--- src/rtl/wl_host_sequencer.sv ---
// Host-side UART command initiator: sends one word-length configuration frame,
// then collects and checks the MSE response frame, with a per-byte timeout.
module wl_host_sequencer #(
  parameter int NUM_CHAN = 15,
  parameter int NUM_SYS  = 2,
  parameter int TIMEOUT  = 1000000
) (
  input  logic                          clk,
  input  logic                          rst,
  input  logic                          cmd_valid,
  output logic                          cmd_ready,
  input  logic [8*NUM_SYS*NUM_CHAN-1:0] cmd_frac,
  input  logic                          com_txready,
  output logic                          com_txvalid,
  output logic [7:0]                    com_txdata,
  input  logic                          com_rxvalid,
  input  logic [7:0]                    com_rxdata,
  output logic                          res_valid,
  output logic [63:0]                   res_mse0,
  output logic [63:0]                   res_mse1,
  output logic [1:0]                    res_err,
  output logic                          busy
);

  localparam int NB = NUM_SYS * NUM_CHAN;
  localparam int PW = (NB > 1) ? $clog2(NB) : 1;
  localparam int TW = (TIMEOUT > 1) ? $clog2(TIMEOUT) : 1;

  localparam logic [7:0] TX_HDR_BYTE = 8'hA5;
  localparam logic [7:0] RX_HDR_BYTE = 8'h5A;

  localparam logic [1:0] ERR_OK      = 2'b00;
  localparam logic [1:0] ERR_CHK     = 2'b01;
  localparam logic [1:0] ERR_TIMEOUT = 2'b10;

  typedef enum logic [2:0] {
    S_IDLE,
    S_TX_HDR,
    S_TX_PAY,
    S_TX_CHK,
    S_RX_HDR,
    S_RX_PAY,
    S_RX_CHK,
    S_DONE
  } state_t;

  state_t            state, state_nxt;
  logic [8*NB-1:0]   frac_q;
  logic [PW-1:0]     pay_cnt;
  logic [7:0]        tx_xor;
  logic [3:0]        rx_cnt;
  logic [127:0]      rx_sh;
  logic [7:0]        rx_xor;
  logic [TW-1:0]     to_cnt;

  logic              accept;
  logic              rx_state;
  logic              rx_byte;
  logic              to_hit;
  logic              pay_last;
  logic [7:0]        pay_byte;

  assign cmd_ready = (state == S_IDLE);
  assign busy      = (state != S_IDLE);
  assign res_valid = (state == S_DONE);
  assign accept    = cmd_valid & cmd_ready;

  assign rx_state  = (state == S_RX_HDR) || (state == S_RX_PAY) || (state == S_RX_CHK);
  assign rx_byte   = rx_state & com_rxvalid;
  assign to_hit    = rx_state & ~com_rxvalid & (to_cnt == TW'(TIMEOUT - 1));
  assign pay_last  = (pay_cnt == PW'(NB - 1));
  assign pay_byte  = frac_q[{pay_cnt, 3'b000} +: 8];

  // NOTE: every signal driven here gets a default first so no latch is inferred.
  always_comb begin
    state_nxt   = state;
    com_txvalid = 1'b0;
    com_txdata  = 8'h00;
    unique case (state)
      S_IDLE: begin
        if (cmd_valid) state_nxt = S_TX_HDR;
      end
      S_TX_HDR: begin
        if (com_txready) begin
          com_txvalid = 1'b1;
          com_txdata  = TX_HDR_BYTE;
          state_nxt   = S_TX_PAY;
        end
      end
      S_TX_PAY: begin
        if (com_txready) begin
          com_txvalid = 1'b1;
          com_txdata  = pay_byte;
          if (pay_last) state_nxt = S_TX_CHK;
        end
      end
      S_TX_CHK: begin
        if (com_txready) begin
          com_txvalid = 1'b1;
          com_txdata  = tx_xor;
          state_nxt   = S_RX_HDR;
        end
      end
      S_RX_HDR: begin
        if (to_hit)                                    state_nxt = S_DONE;
        else if (rx_byte && com_rxdata == RX_HDR_BYTE) state_nxt = S_RX_PAY;
      end
      S_RX_PAY: begin
        if (to_hit)                         state_nxt = S_DONE;
        else if (rx_byte && rx_cnt == 4'd15) state_nxt = S_RX_CHK;
      end
      S_RX_CHK: begin
        if (to_hit || rx_byte) state_nxt = S_DONE;
      end
      S_DONE: state_nxt = S_IDLE;
      default: state_nxt = S_IDLE;
    endcase
  end

  // NOTE: state uses non-blocking assignments so every register samples pre-edge values.
  always_ff @(posedge clk or posedge rst) begin
    if (rst) begin
      state    <= S_IDLE;
      frac_q   <= '0;
      pay_cnt  <= '0;
      tx_xor   <= 8'h00;
      rx_cnt   <= 4'd0;
      rx_sh    <= '0;
      rx_xor   <= 8'h00;
      to_cnt   <= '0;
      res_mse0 <= 64'h0;
      res_mse1 <= 64'h0;
      res_err  <= ERR_OK;
    end else begin
      state <= state_nxt;

      if (accept) begin
        frac_q  <= cmd_frac;
        pay_cnt <= '0;
        tx_xor  <= 8'h00;
      end

      if (state == S_TX_PAY && com_txready) begin
        pay_cnt <= pay_cnt + 1'b1;
        tx_xor  <= tx_xor ^ pay_byte;
      end

      // Receive bookkeeping starts fresh once the checksum byte leaves.
      if (state == S_TX_CHK && com_txready) begin
        to_cnt <= '0;
        rx_cnt <= 4'd0;
        rx_xor <= 8'h00;
      end

      if (rx_state) to_cnt <= com_rxvalid ? '0 : to_cnt + 1'b1;

      if (state == S_RX_PAY && rx_byte) begin
        rx_sh  <= {rx_sh[119:0], com_rxdata};
        rx_xor <= rx_xor ^ com_rxdata;
        rx_cnt <= rx_cnt + 1'b1;
      end

      // Results are loaded on entry to DONE so they are valid alongside res_valid.
      if (state == S_RX_CHK && rx_byte) begin
        res_mse0 <= rx_sh[127:64];
        res_mse1 <= rx_sh[63:0];
        res_err  <= (com_rxdata == rx_xor) ? ERR_OK : ERR_CHK;
      end else if (to_hit) begin
        res_err  <= ERR_TIMEOUT;
      end
    end
  end

endmodule
--- config.mk ---
export PLATFORM = sky130hd
export DESIGN_NAME = wl_host_sequencer
export DESIGN_NICKNAME = d
export VERILOG_FILES = /design/src/rtl/wl_host_sequencer.sv
export SDC_FILE = /design/constraint.sdc
export NUM_CORES = 1
export LEC_CHECK = 0
export CORE_MARGIN = 3
export CORE_UTILIZATION = 30
export CTS_BUF_LIST = sky130_fd_sc_hd__clkbuf_8
export CTS_CLUSTER_DIAMETER = 100
export DETAILED_ROUTE_END_ITERATION = 8
export DONT_BUFFER_PORTS = 1
export GPL_TIMING_DRIVEN = 0
export PLACE_DENSITY = 0.4
export SLEW_MARGIN = 40
export SYNTH_ARGS = -nofsm -noshare
export SYNTH_HDL_FRONTEND = slang
export SYNTH_SLANG_ARGS = --single-unit
--- constraint.sdc ---
create_clock -name clk -period 25.9 [get_ports clk]
set_input_delay 5.18 -clock clk [delete_from_list [all_inputs] [get_ports clk]]
set_output_delay 5.18 -clock clk [all_outputs]
set_load 0.01 [all_outputs]
# After elaboration in Yosys (flattened, before gate mapping)
# Index checks and enable logic that the tools add are counted.
dict set report op_classes {
  bitwise 7
  eq_ne 20
  reduce_logical 17
  shifts 1
  addsub 3
  muxes 31
}
# op n
set ops {}
lappend ops {{indexed part select 240 x 9 -> 8 bit} 1}
lappend ops {{2-to-1 mux 20 bit} 3}
lappend ops {{2-to-1 mux 8 bit} 7}
lappend ops {{2-to-1 mux 3 bit} 10}
lappend ops {{case mux 3 bit (8 select lines)} 1}
lappend ops {{case mux 8 bit (3 select lines)} 1}
lappend ops {{adder 20 x 1 -> 20 bit, second input constant} 1}
lappend ops {{equality test 20 bit, second input constant} 1}
lappend ops {{bitwise XOR 8 bit} 2}
lappend ops {{equality test 3 bit, second input constant} 4}
lappend ops {{!= test 2 bit, second input constant} 6}
lappend ops {{2-to-1 mux 5 bit} 2}
lappend ops {{equality test 8 x 7 -> 1 bit, second input constant} 1}
lappend ops {{equality test 8 bit} 1}
lappend ops {{2-to-1 mux 4 bit} 2}
lappend ops {{AND reduction 8 bit} 1}
lappend ops {{nonzero test 2 bit} 4}
lappend ops {{equality test 3 x 2 -> 1 bit, second input constant} 2}
lappend ops {{logical AND 1 bit} 6}
lappend ops {{!= test 3 x 2 -> 1 bit, second input constant} 2}
lappend ops {{adder 5 x 1 -> 5 bit, second input constant} 1}
lappend ops {{equality test 5 bit, second input constant} 1}
lappend ops {{adder 4 x 1 -> 4 bit, second input constant} 1}
lappend ops {{AND 1 bit} 4}
lappend ops {{other kinds (9)} 14}
dict set report totals {
  ff_bits 546
  in_bits 253
  out_inout_bits 142
  word_cells 90
}

# Logic depth before layout (Yosys ltp)
# Gate-level depths: netlist of run 1.
dict set report depth {
  depth_word 8
  mapped_depth 9
  mapped_depth_nobuf 7
}

# Worst setup path before layout of run 1
# No wires, ideal clock.
dict set report synth_path {
  kind {input to output}
  start {input port com_txready}
  end {output port com_txdata[0]}
  t_arrival_ps 6422
  required_ps 20720
  path_stages 6
  slack_ps 14298
  path_cell_list {nor2b_1 > and2_1 > buf_4 > o31ai_1 > or4_4 > o21ai_0}
}
dict set report synth_via {
  elab_chain_cells 2
}
# element line_no
set synth_lines {}
lappend synth_lines {{start, declared} 13} ;# input logic com_txready,
lappend synth_lines {{2-to-1 mux 8 bit (on tied branches)} {98, 84, 91}}
lappend synth_lines {{case mux 8 bit (3 select lines) (*)} 79} ;# unique case (state)
lappend synth_lines {{end, declared} 15} ;# output logic [7:0] com_txdata,
# Every way passes the cells marked *; elsewhere a longest branch is shown, timed or not.

# Worst setup path in the final report of run 1
# Ends and elaborated chain as after synthesis.

==> impl_metrics.yaml, run 1 <==
layout:
  final_non_filler_cells: 3618
  total_area_of_multi_input_combinational_cells_um2: 8900
  fillCellCount: 7873
  nets: 2759
  syn_to_final_growth_pct: 15.07
  sequential_cell_area_um2: 13660
  drive_above_1_share: 0.1426
  final_area_um2: 26860
timing:
  report.final.setup_viol: 0
  worst_pin_slew_ns: 0.9234
  max_freq_ghz: 0.08192
  timing.final.crit_period_ns: 12.21
  final-hold-violation-count: 0
  final-max-slew-violation-count: 0
  timing.final.crit_share: 0.4713
  maxSlewHeadroom: 0.3779
  clock_skew_ns: 0.04514
  grt_setup_unrepaired: "false"
placed_design:
  finalWeightedCongestion: 0.7966
  postPlaceCellArea_um2: 24870
  place_hpwl_um: 59230
  io_buffer_count: 0
  place.detailed.instances: 3428
yosys:
  synth_largest_type_area_fraction: 0.5852
  synth_area_per_cell_um2: 9.768
  netlist.top_cell.by_area: "sky130_fd_sc_hd__dfrtp_1"
  postSynthNetCount: 2647
  ys_dominant_reg_cell: "sky130_fd_sc_hd__dfrtp_1"
  synth-edff-count: 0
  yosys.cell_types.count: 53
  netlist_instances: 2390
  syn-cell-area_um2: 23350
  yosys-top-cells-area: "sky130_fd_sc_hd__dfrtp_1, sky130_fd_sc_hd__nand2_1, sky130_fd_sc_hd__mux2_2, sky130_fd_sc_hd__mux2i_1, sky130_fd_sc_hd__a22oi_1"
  synth-async-reset-ratio: 1.000
  synth_seq_area_share: 0.5852
  yosysWarnings: 0
  synth.ff_latch_count: 546
grt:
  global_route.overflow_total: 0
  grt_first_pass_wirelength_um: 118400
  antenna_found_initial: 22
  grt_max_degree: 76
  grt_use_total: 0.1954
  grt_pass1_vias: 17868
floorplan:
  std_cell_rows: 101
  std_cell_core_area_um2: 76450
  floorplan.die.width_um: 285.0
  floorplan.die_area_um2: 81210
  pin_count: 395
  chipHeight_um: 285.0
  initial_utilization: 0.3054
clock_network:
  clock_latency_of_the_later_clocked_register_in_the_worst_skew_pair_ns: 0.71
  clkSlewWorstSetupHoldPaths_ns: 0.05
  ctsRootBufferMaster: "sky130_fd_sc_hd__clkbuf_8"
  post_cts_resize_count: 0
  htree_num_levels: 3
  tritoncts: "built"
  post_cts_buffers: 0
  max-clock-path-buffers: 3
  hold_buffers: 0
  cts_inserted_buffers: 102
  clock_sink_count: 546
outcome:
  status: "complete, no violations"
job:
  maxCapViolCount: 0
power:
  p_per_area_nw_per_um2: 105.7
  static-leakage-power_uw: 0.01398
  vdd.ir_drop.worst_mv: 0.03880
route:
  postRouteAntennaNets: 0
  wire_per_inst_um: 22.09
  drtPass1Iterations: 6
  routed-via-count: 17041
  post_drt_via_cell_ratio: 4.710
  dr.first_iter.drc_count: 1005
  drc: 0
  routed_wl_um: 79940
worst_setup_path:
  critPathKind: "primary input to primary output"
  worstSetupEndpointType: "primary output"
  startpoint_type: "primary input"
  critical_path_peak_fanout: 10
  worstPathArrival_ns: 7.03
  timing.critical_path.required_ns: 20.72
hold_path:
  worstHoldPathType: "flop to flop"
==> path summary, 6_finish.rpt <==
| path | start | end | slack [ns] | cells past startpoint |
|---|---|---|---|---|
| setup / recovery | com_txready | com_txdata[0] | 13.69 | 6 |
| hold / removal | frac_q[148]$_DFFE_PP0P_ | frac_q[148]$_DFFE_PP0P_ | 0.47 | 2 |
| setup reg to reg | pay_cnt[1]$_DFFE_PP0P_ | tx_xor[1]$_DFFE_PP0P_ | 22.85 | 7 |
| hold reg to reg | frac_q[148]$_DFFE_PP0P_ | frac_q[148]$_DFFE_PP0P_ | 0.47 | 2 |
| max in group asynchronous | rst | to_cnt[9]$_DFFE_PP0P_ | 20.54 | 3 |
| min in group asynchronous | rst | rx_sh[72]$_DFFE_PP0P_ | 4.29 | 1 |
==> metal layers <==
metal  global-route usage  vias up  share of wire
met1               0.2581     8374           0.44
li1                     -     8035              -
met2               0.2996      466           0.45
met5                    0        -         0.0013
met4              0.06346       16          0.027
met3              0.06875      150          0.082
==> registers in the layout, indices dropped and copies added (netlist names) <==
signal / count
res_err: 2
pay_cnt: 5
rx_cnt: 4
to_cnt: 20
res_mse1: 64
tx_xor: 8
frac_q: 240
rx_sh: 128
rx_xor: 8
state: 3
res_mse0: 64
==> cell usage in the layout (no fill, tap or decap), drive strengths merged, types with 2 or more instances in the layout <==
cell type  count
nand2       1139
dfrtp        546
clkbuf       183
mux2i        129
mux2         128
buf           85
inv           57
o21ai         55
a22oi         48
nor2          32
a21oi         32
nand3         15
diode         14
nand4         14
xnor2         10
o22ai         10
o31ai         10
clkinv        10
nor4           7
a31oi          6
nor2b          6
a21o           5
nand2b         4
or4            4
ha             4
nor3           4
and3           3
or3            3
and2           3
or2            3
nor4b          2
a22o           2
xor2           2
a221oi         2
==> critical path, cell delays in order <==
cell and delay, ns:
sky130_fd_sc_hd__nor2b_1 0.37, sky130_fd_sc_hd__and2_1 0.24, sky130_fd_sc_hd__buf_4 0.19, sky130_fd_sc_hd__o31ai_1 0.12, sky130_fd_sc_hd__or4_4 0.56, sky130_fd_sc_hd__o21ai_0 0.37
==> kinds of logic (layout without fill, tap and decap cells) <==
family / count (synthesis) / after routing / synth area share
other: 0 / 14 / 0
AND/OR/NAND/NOR: 1245 / 1245 / 0.2102
AO/OA/AOI/OAI: 174 / 174 / 0.04706
buffers and inverters: 152 / 336 / 0.03376
adder cells (fa/ha/maj): 4 / 4 / 0.002144
multiplexers: 257 / 257 / 0.1170
flip-flops: 546 / 546 / 0.5852
XOR/XNOR: 12 / 12 / 0.004502
==> power breakdown <==
part | total [uW] | switching [uW] | internal, uW
clock | 812 | 383 | 429
combinational | 837 | 553 | 284
sequential | 1190 | 129 | 1060
==> synthesized netlist by cell type, drive strengths merged (4+ instances only) <==
| library cell | number |
|---|---|
| nor3 | 4 |
| inv | 11 |
| a22oi | 48 |
| nor2b | 6 |
| mux2 | 128 |
| a31oi | 6 |
| a21oi | 32 |
| mux2i | 129 |
| or4 | 4 |
| dfrtp | 546 |
| clkbuf | 64 |
| buf | 77 |
| nor2 | 32 |
| nor4 | 7 |
| o21ai | 55 |
| o31ai | 10 |
| nand2 | 1139 |
| a21o | 5 |
| nand4 | 14 |
| ha | 4 |
| o22ai | 10 |
| xnor2 | 10 |
| nand3 | 15 |
| nand2b | 4 |
==> layout make-up <==
| type | count | share of cell area |
|---|---|---|
| Clock inverter | 57 | 0.01197 |
| Tap cell | 1030 | 0.04797 |
| Inverter | 11 | 0.001816 |
| Sequential cell | 546 | 0.5086 |
| Clock buffer | 119 | 0.06097 |
| Multi-Input combinational cell | 1692 | 0.3313 |
| Timing Repair Buffer | 8 | 0.008197 |
| Buffer | 141 | 0.02790 |
| Antenna cell | 14 | 0.001304 |
==> stage by stage <==
| step | total power (uW) | setup WS [ns] | utilization | hold slack [ns] | setup TNS (ns) |
|---|---|---|---|---|---|
| 2_1_floorplan | 1730 | 5.456 | - | 0.4418 | 0 |
| 3_3_place_gp | 2030 | -1.303 | 0.3222 | 0.4579 | -678.43 |
| 3_5_place_dp | 2047 | 13.71 | 0.3253 | 0.4615 | 0 |
| 4_1_cts | 2883 | 13.71 | 0.3509 | 0.4743 | 0 |
| 5_1_grt | 3036 | 13.63 | 0.3512 | 0.4839 | 0 |
| 6_report | 2839 | 13.69 | 0.3514 | 0.4718 | 0 |
No activity file was read; power rests on OpenSTA's default activity.
==> run 2, diff against run 1 <==
==> constraint.sdc (replaced) <==
create_clock -name clk -period 12.07 [get_ports clk]
set_input_delay 2.414 -clock clk [delete_from_list [all_inputs] [get_ports clk]]
set_output_delay 2.414 -clock clk [all_outputs]
set_load 0.01 [all_outputs]
==> run 2 against run 1 <==
Effect of this change: wire length is 0.53% higher; die area stayed put; register-to-register slack worse by 14 ns; worst setup slack worse by 8.3 ns; power is 120% higher; critical path depth stayed put; sequential power is 110% higher; critical endpoint is now com_txdata[2]; sequential share of layout area is 1.1 points lower; via count is 0.25% higher; combinational power is 120% higher; critical path type unchanged; clock power is 130% higher; design area is 2.3% higher.
==> impl_metrics.yaml, run 2 (synthesis gave the netlist of run 1 again) <==
outcome:
  status: "complete, no violations"
timing:
  timing.final.crit_share: 0.5527
  maxSlewHeadroom: 0.3841
  final-max-slew-violation-count: 0
  hold_slack_ns: 0.4719
  worst_pin_slew_ns: 0.9142
  max_freq_ghz: 0.1499
  grt_setup_unrepaired: "false"
  final-hold-violation-count: 0
  clock_skew_ns: 0.03433
  timing.final.crit_period_ns: 6.671
  report.final.setup_viol: 0
power:
  power.share.switching: 0.3703
  power.share.combinational: 0.293
  static-leakage-power_uw: 0.01423
  share_clk_of_total_power: 0.297
  totalPowerFinal_uw: 6225
  internal_power_uw: 3919
  vdd.ir_drop.worst_mv: 0.08960
  seqPwrFrac: 0.410
  p_per_area_nw_per_um2: 226.6
  switching_power_uw: 2305
grt:
  grt_first_pass_wirelength_um: 118800
  grt_use_total: 0.1961
  global_route.overflow_total: 0
  antenna_found_initial: 21
  grt_max_degree: 26
  grt_pass1_vias: 17948
worst_setup_path:
  crit_buf_inv: 1
  startpoint_type: "primary input"
  timing.critical_path.required_ns: 9.66
  critical_path_peak_fanout: 10
  timing.critical_path.max_delay_family: "simple AND/OR/NAND/NOR gates"
  critical_path_slowest_stage_cell: "sky130_fd_sc_hd__or4_4"
  timing.rr.end: "tx_xor[1]$_DFFE_PP0P_"
  worstRegToRegCells: 7
  critPathKind: "primary input to primary output"
  worstPathCellList: "nor2b_1 > and2_1 > buf_4 > o31ai_1 > or4_4 > o21ai_0"
  stage_delay_of_the_slowest_cell_on_the_critical_path_ns: 0.56
  start_of_the_worst_register_to_register_path: "pay_cnt[1]$_DFFE_PP0P_"
  worstPathArrival_ns: 4.26
  reg2reg_setup_slack_ns: 9.08
  worstSetupEndpointType: "primary output"
hold_path:
  hp-start: "frac_q[119]$_DFFE_PP0P_"
  min_delay_path_depth: 2
  worstHoldPathType: "flop to flop"
  worst_hold_path.endpoint: "frac_q[119]$_DFFE_PP0P_"
floorplan:
  floorplan.die.width_um: 285.0
  std_cell_core_area_um2: 76450
  pin_count: 395
  floorplan.die_area_um2: 81210
  std_cell_rows: 101
  chipHeight_um: 285.0
  initial_utilization: 0.3054
clock_network:
  ctsRootBufferMaster: "sky130_fd_sc_hd__clkbuf_8"
  tritoncts: "built"
  post_cts_resize_count: 0
  max-clock-path-buffers: 3
  htree_num_levels: 3
  clock_sink_count: 546
  clkSlewWorstSetupHoldPaths_ns: 0.05
  post_cts_buffers: 0
  clock_latency_of_the_later_clocked_register_in_the_worst_skew_pair_ns: 0.70
  cts_inserted_buffers: 99
  hold_buffers: 0
layout:
  drive_above_1_share: 0.1543
  final_area_um2: 27470
  layout_common_cells: "sky130_fd_sc_hd__nand2_1, sky130_fd_sc_hd__dfrtp_1, sky130_fd_sc_hd__clkbuf_8"
  nets: 2775
  mostFrequentLayoutCell: "sky130_fd_sc_hd__nand2_1"
  fillCellCount: 7813
  layout_top_registers: "frac_q: 240 flops, rx_sh: 128 flops"
  syn_to_final_growth_pct: 17.67
  registers.top_by_ff_count: "frac_q"
  largest_register_ffs: 240
  postLayoutCoreUtil: 0.3593
placed_design:
  finalWeightedCongestion: 0.8007
  io_buffer_count: 0
  place_hpwl_um: 60470
  postPlaceCellArea_um2: 25300
route:
  post_drt_via_cell_ratio: 4.693
  wire_per_inst_um: 22.08
  drc: 0
  routed-via-count: 17084
  drtPass1Iterations: 5
  dr.first_iter.drc_count: 930
  routed_wl_um: 80360
  postRouteAntennaNets: 0
job:
  maxCapViolCount: 0
run 2: changes by cell type in the layout (fill, tap and decap cells not counted), moves of 8 or more:
cell / delta
sky130_fd_sc_hd__clkbuf_8: +15
sky130_fd_sc_hd__inv_1: -11
sky130_fd_sc_hd__buf_12: +10
sky130_fd_sc_hd__buf_16: +8
run 2: through the flow:
| stage | setup slack, ns | setup TNS [ns] | instances |
|---|---|---|---|
| 2_1_floorplan | 2.228 | 0 | 2390 |
| 3_3_place_gp | -1.236 | -627.53 | 3420 |
| 3_5_place_dp | 5.428 | 0 | 3447 |
| 4_1_cts | 5.424 | 0 | 3628 |
| 5_1_grt | 5.273 | 0 | 3637 |
| 6_report | 5.399 | 0 | 3640 |
run 2: layout make-up:
class / instances / area [um^2] / area share
Timing Repair Buffer: 27 / 655.6 / 0.02387
Antenna cell: 12 / 30.03 / 0.001093
Inverter: 11 / 45.04 / 0.001640
Buffer: 141 / 748.2 / 0.02724
Sequential cell: 546 / 13660 / 0.4974
Multi-Input combinational cell: 1692 / 8900 / 0.3240
Clock inverter: 47 / 296.5 / 0.01079
Clock buffer: 134 / 1844 / 0.06713
Tap cell: 1030 / 1289 / 0.04691
run 2: per-layer routing:
metal | part of all wire | track usage | vias to the layer above | wire (um)
li1 | - | - | 8063 | -
met1 | 0.45 | 0.2635 | 8449 | 36070
met2 | 0.45 | 0.3021 | 414 | 36300
met3 | 0.073 | 0.06459 | 140 | 5870
met4 | 0.025 | 0.05732 | 18 | 2008
met5 | 0.0014 | 0 | - | 115
run 2: how the worst max path moves through the flow:
stage / start / endpoint / cells past startpoint
2_1_floorplan: rst / frac_q[0]$_DFFE_PP0P_ / 1
3_3_place_gp: rst / to_cnt[4]$_DFFE_PP0P_ / 1
3_5_place_dp: com_txready / com_txdata[0] / 6
4_1_cts: com_txready / com_txdata[0] / 6
5_1_grt: com_txready / com_txdata[2] / 6
6_report: com_txready / com_txdata[2] / 6
run 2: worst register-to-register path, stage by stage, from the launching register on:
cell                      delay [ns]
sky130_fd_sc_hd__dfrtp_1        0.51
sky130_fd_sc_hd__nor2_1         0.61
sky130_fd_sc_hd__buf_2          0.47
sky130_fd_sc_hd__buf_2          0.45
sky130_fd_sc_hd__a22oi_1        0.19
sky130_fd_sc_hd__a21oi_1        0.41
sky130_fd_sc_hd__nor4_2         0.10
sky130_fd_sc_hd__mux2i_1        0.13
run 2: power groups by stage:
stage | combinational [uW] | clock, uW | sequential, uW
final | 1820 | 1850 | 2550
after global routing | 2020 | 2000 | 2610
after CTS | 1840 | 1920 | 2550
after detailed placement | 1830 | 0 | 2580
after global placement | 1780 | 0 | 2570
after floorplan | 1220 | 0 | 2500
==> run 3, diff against run 2 <==
--- a/config.mk
+++ b/config.mk
@@ -12,7 +12,7 @@
 export DETAILED_ROUTE_END_ITERATION = 8
 export DONT_BUFFER_PORTS = 1
 export GPL_TIMING_DRIVEN = 0
-export PLACE_DENSITY = 0.4
+export PLACE_DENSITY = 0.41
 export SLEW_MARGIN = 40
 export SYNTH_ARGS = -nofsm -noshare
 export SYNTH_HDL_FRONTEND = slang
==> constraint.sdc (replaced) <==
create_clock -name clk -period 5.6 [get_ports clk]
set_input_delay 1.12 -clock clk [delete_from_list [all_inputs] [get_ports clk]]
set_output_delay 1.12 -clock clk [all_outputs]
set_load 0.01 [all_outputs]
==> run 3 against run 2 <==
Effect of this change: worst setup slack got worse by 4.6 ns; largest cell class unchanged; clock power up 110%; utilization is 0.11 points lower; critical endpoint is now com_txdata[1]; global-route usage fell by 0.066 points; critical path depth grew 1; first-iteration DRC count up 22%; worst hold slack got worse by 0.22 ns; die area unchanged; flip-flop and latch count is the same.
==> impl_metrics.yaml, run 3 (synthesis gave the netlist of run 1 again) <==
layout:
  layout_top_registers: "frac_q: 240 flops, rx_sh: 128 flops"
  total_area_of_multi_input_combinational_cells_um2: 8900
  nets: 2778
  postLayoutCoreUtil: 0.3583
  fillCellCount: 7799
  syn_to_final_growth_pct: 17.32
  sequential_cell_area_um2: 13660
  final_area_um2: 27390
  drive_above_1_share: 0.1498
  layout_common_cells: "sky130_fd_sc_hd__nand2_1, sky130_fd_sc_hd__dfrtp_1, sky130_fd_sc_hd__mux2i_1"
  mostFrequentLayoutCell: "sky130_fd_sc_hd__nand2_1"
  largest_register_ffs: 240
  registers.top_by_ff_count: "frac_q"
floorplan:
  std_cell_rows: 101
  floorplan.die.width_um: 285.0
  initial_utilization: 0.3054
  pin_count: 395
  std_cell_core_area_um2: 76450
  floorplan.die_area_um2: 81210
  chipHeight_um: 285.0
timing:
  finalSetupTns_ns: 0
  timing.final.crit_share: 0.8639
  worst_pin_slew_ns: 0.9066
  report.final.setup_viol: 0
  worst_path_setup_slack_after_routing_ns: 0.7623
  grt_setup_unrepaired: "false"
  final-max-slew-violation-count: 0
  clock_skew_ns: 0.05138
  maxSlewHeadroom: 0.3892
  timing.final.crit_period_ns: 4.838
  max_freq_ghz: 0.2067
  final-hold-violation-count: 0
worst_setup_path:
  critical_path_slowest_stage_cell: "sky130_fd_sc_hd__nor2_1"
  reg2reg_setup_slack_ns: 2.62
  worstRegToRegCells: 7
  stage_delay_of_the_slowest_cell_on_the_critical_path_ns: 0.57
  timing.rr.end: "tx_xor[4]$_DFFE_PP0P_"
  timing.critical_path.max_delay_family: "buffers and inverters"
  worstPathArrival_ns: 3.72
  startpoint_type: "flop"
  worstPathCellList: "nor2_1 > buf_2 > buf_2 > a22oi_1 > a21oi_1 > nor4_2 > a21o_1"
  start_of_the_worst_register_to_register_path: "pay_cnt[1]$_DFFE_PP0P_"
  worstSetupEndpointType: "primary output"
  crit_buf_inv: 2
  cp-startpoint: "pay_cnt[1]$_DFFE_PP0P_"
  critPathKind: "flop to primary output"
  worst_setup_ep: "com_txdata[1]"
  timing.critical_path.required_ns: 4.48
  worstSetupPathDepth: 7
  critical_path_peak_fanout: 10
  crit_path_frequent_cell: "sky130_fd_sc_hd__buf_2"
power:
  p_per_area_nw_per_um2: 484.6
  totalPowerFinal_uw: 13270
  static-leakage-power_uw: 0.01422
  vdd.ir_drop.worst_mv: 0.1785
clock_network:
  clock_latency_of_the_later_clocked_register_in_the_worst_skew_pair_ns: 0.74
  cts_inserted_buffers: 102
  ctsRootBufferMaster: "sky130_fd_sc_hd__clkbuf_8"
  max-clock-path-buffers: 3
  htree_num_levels: 3
  post_cts_resize_count: 0
  clkSlewWorstSetupHoldPaths_ns: 0.06
  clock_sink_count: 546
  hold_buffers: 0
  tritoncts: "built"
  post_cts_buffers: 0
grt:
  global_route.overflow_total: 0
  grt_max_degree: 27
  grt_first_pass_wirelength_um: 119000
  grt_pass1_vias: 18074
  antenna_found_initial: 14
  grt_use_total: 0.1955
hold_path:
  worstHoldPathType: "primary input to asynchronous set/reset pin"
route:
  routed-via-count: 17281
  postRouteAntennaNets: 0
  drc: 0
  wire_per_inst_um: 22.01
  post_drt_via_cell_ratio: 4.750
  drtPass1Iterations: 5
  dr.first_iter.drc_count: 1130
  routed_wl_um: 80080
outcome:
  status: "complete, no violations"
placed_design:
  place_hpwl_um: 60070
  finalWeightedCongestion: 0.8207
  pre_cts_ws_ns: 1.525
  io_buffer_count: 0
  postPlaceCellArea_um2: 25300
job:
  maxCapViolCount: 0
==> run 3: cell types whose count changed in the layout (fill, tap and decap cells not counted), sizes merged <==
cell,change
clkbuf,-8
inv,+11
clkinv,-4
diode,-1
==> run 3: worst min-delay path by stage <==
stage | slack (ns) | to | startpoint | depth (start not counted)
3_3_place_gp | 0.46 | frac_q[51]$_DFFE_PP0P_ | frac_q[51]$_DFFE_PP0P_ | 2
2_1_floorplan | 0.44 | rx_sh[120]$_DFFE_PP0P_ | rx_sh[120]$_DFFE_PP0P_ | 2
4_1_cts | 0.19 | res_mse0[16]$_DFFE_PP0P_ | rst | 1
6_report | 0.26 | res_mse0[16]$_DFFE_PP0P_ | rst | 1
3_5_place_dp | 0.46 | frac_q[211]$_DFFE_PP0P_ | frac_q[211]$_DFFE_PP0P_ | 2
5_1_grt | 0.21 | res_mse0[16]$_DFFE_PP0P_ | rst | 1
==> run 3: report_power, final <==
| part | internal, uW | switching [uW] |
|---|---|---|
| Clock | 2090 | 1810 |
| Combinational | 1340 | 2530 |
| Sequential | 4900 | 591 |
| Total | 8340 | 4930 |
==> run 3: cell type report <==
type	instances	share of cell area
Sequential cell	546	0.4988
Multi-Input combinational cell	1692	0.3249
Clock buffer	126	0.06331
Tap cell	1030	0.04705
Buffer	141	0.02732
Timing Repair Buffer	27	0.02385
Clock inverter	54	0.01206
Inverter	11	0.001645
Antenna cell	11	0.001005
==> run 3: per-stage QoR <==
| stage | cells | hold slack [ns] |
|---|---|---|
| final | 3638 | 0.2566 |
| after detailed placement | 3447 | 0.4616 |
| after CTS | 3627 | 0.1923 |
| after global placement | 3420 | 0.4585 |
| after global routing | 3632 | 0.2093 |
| after floorplan | 2390 | 0.4418 |
==> run 3: layer usage <==
metal / up-vias / global-route usage / share of wire
met5: - / 0 / 0.00066
met4: 8 / 0.05067 / 0.022
met1: 8624 / 0.2571 / 0.44
met2: 468 / 0.3109 / 0.46
met3: 124 / 0.06395 / 0.078
li1: 8057 / - / -
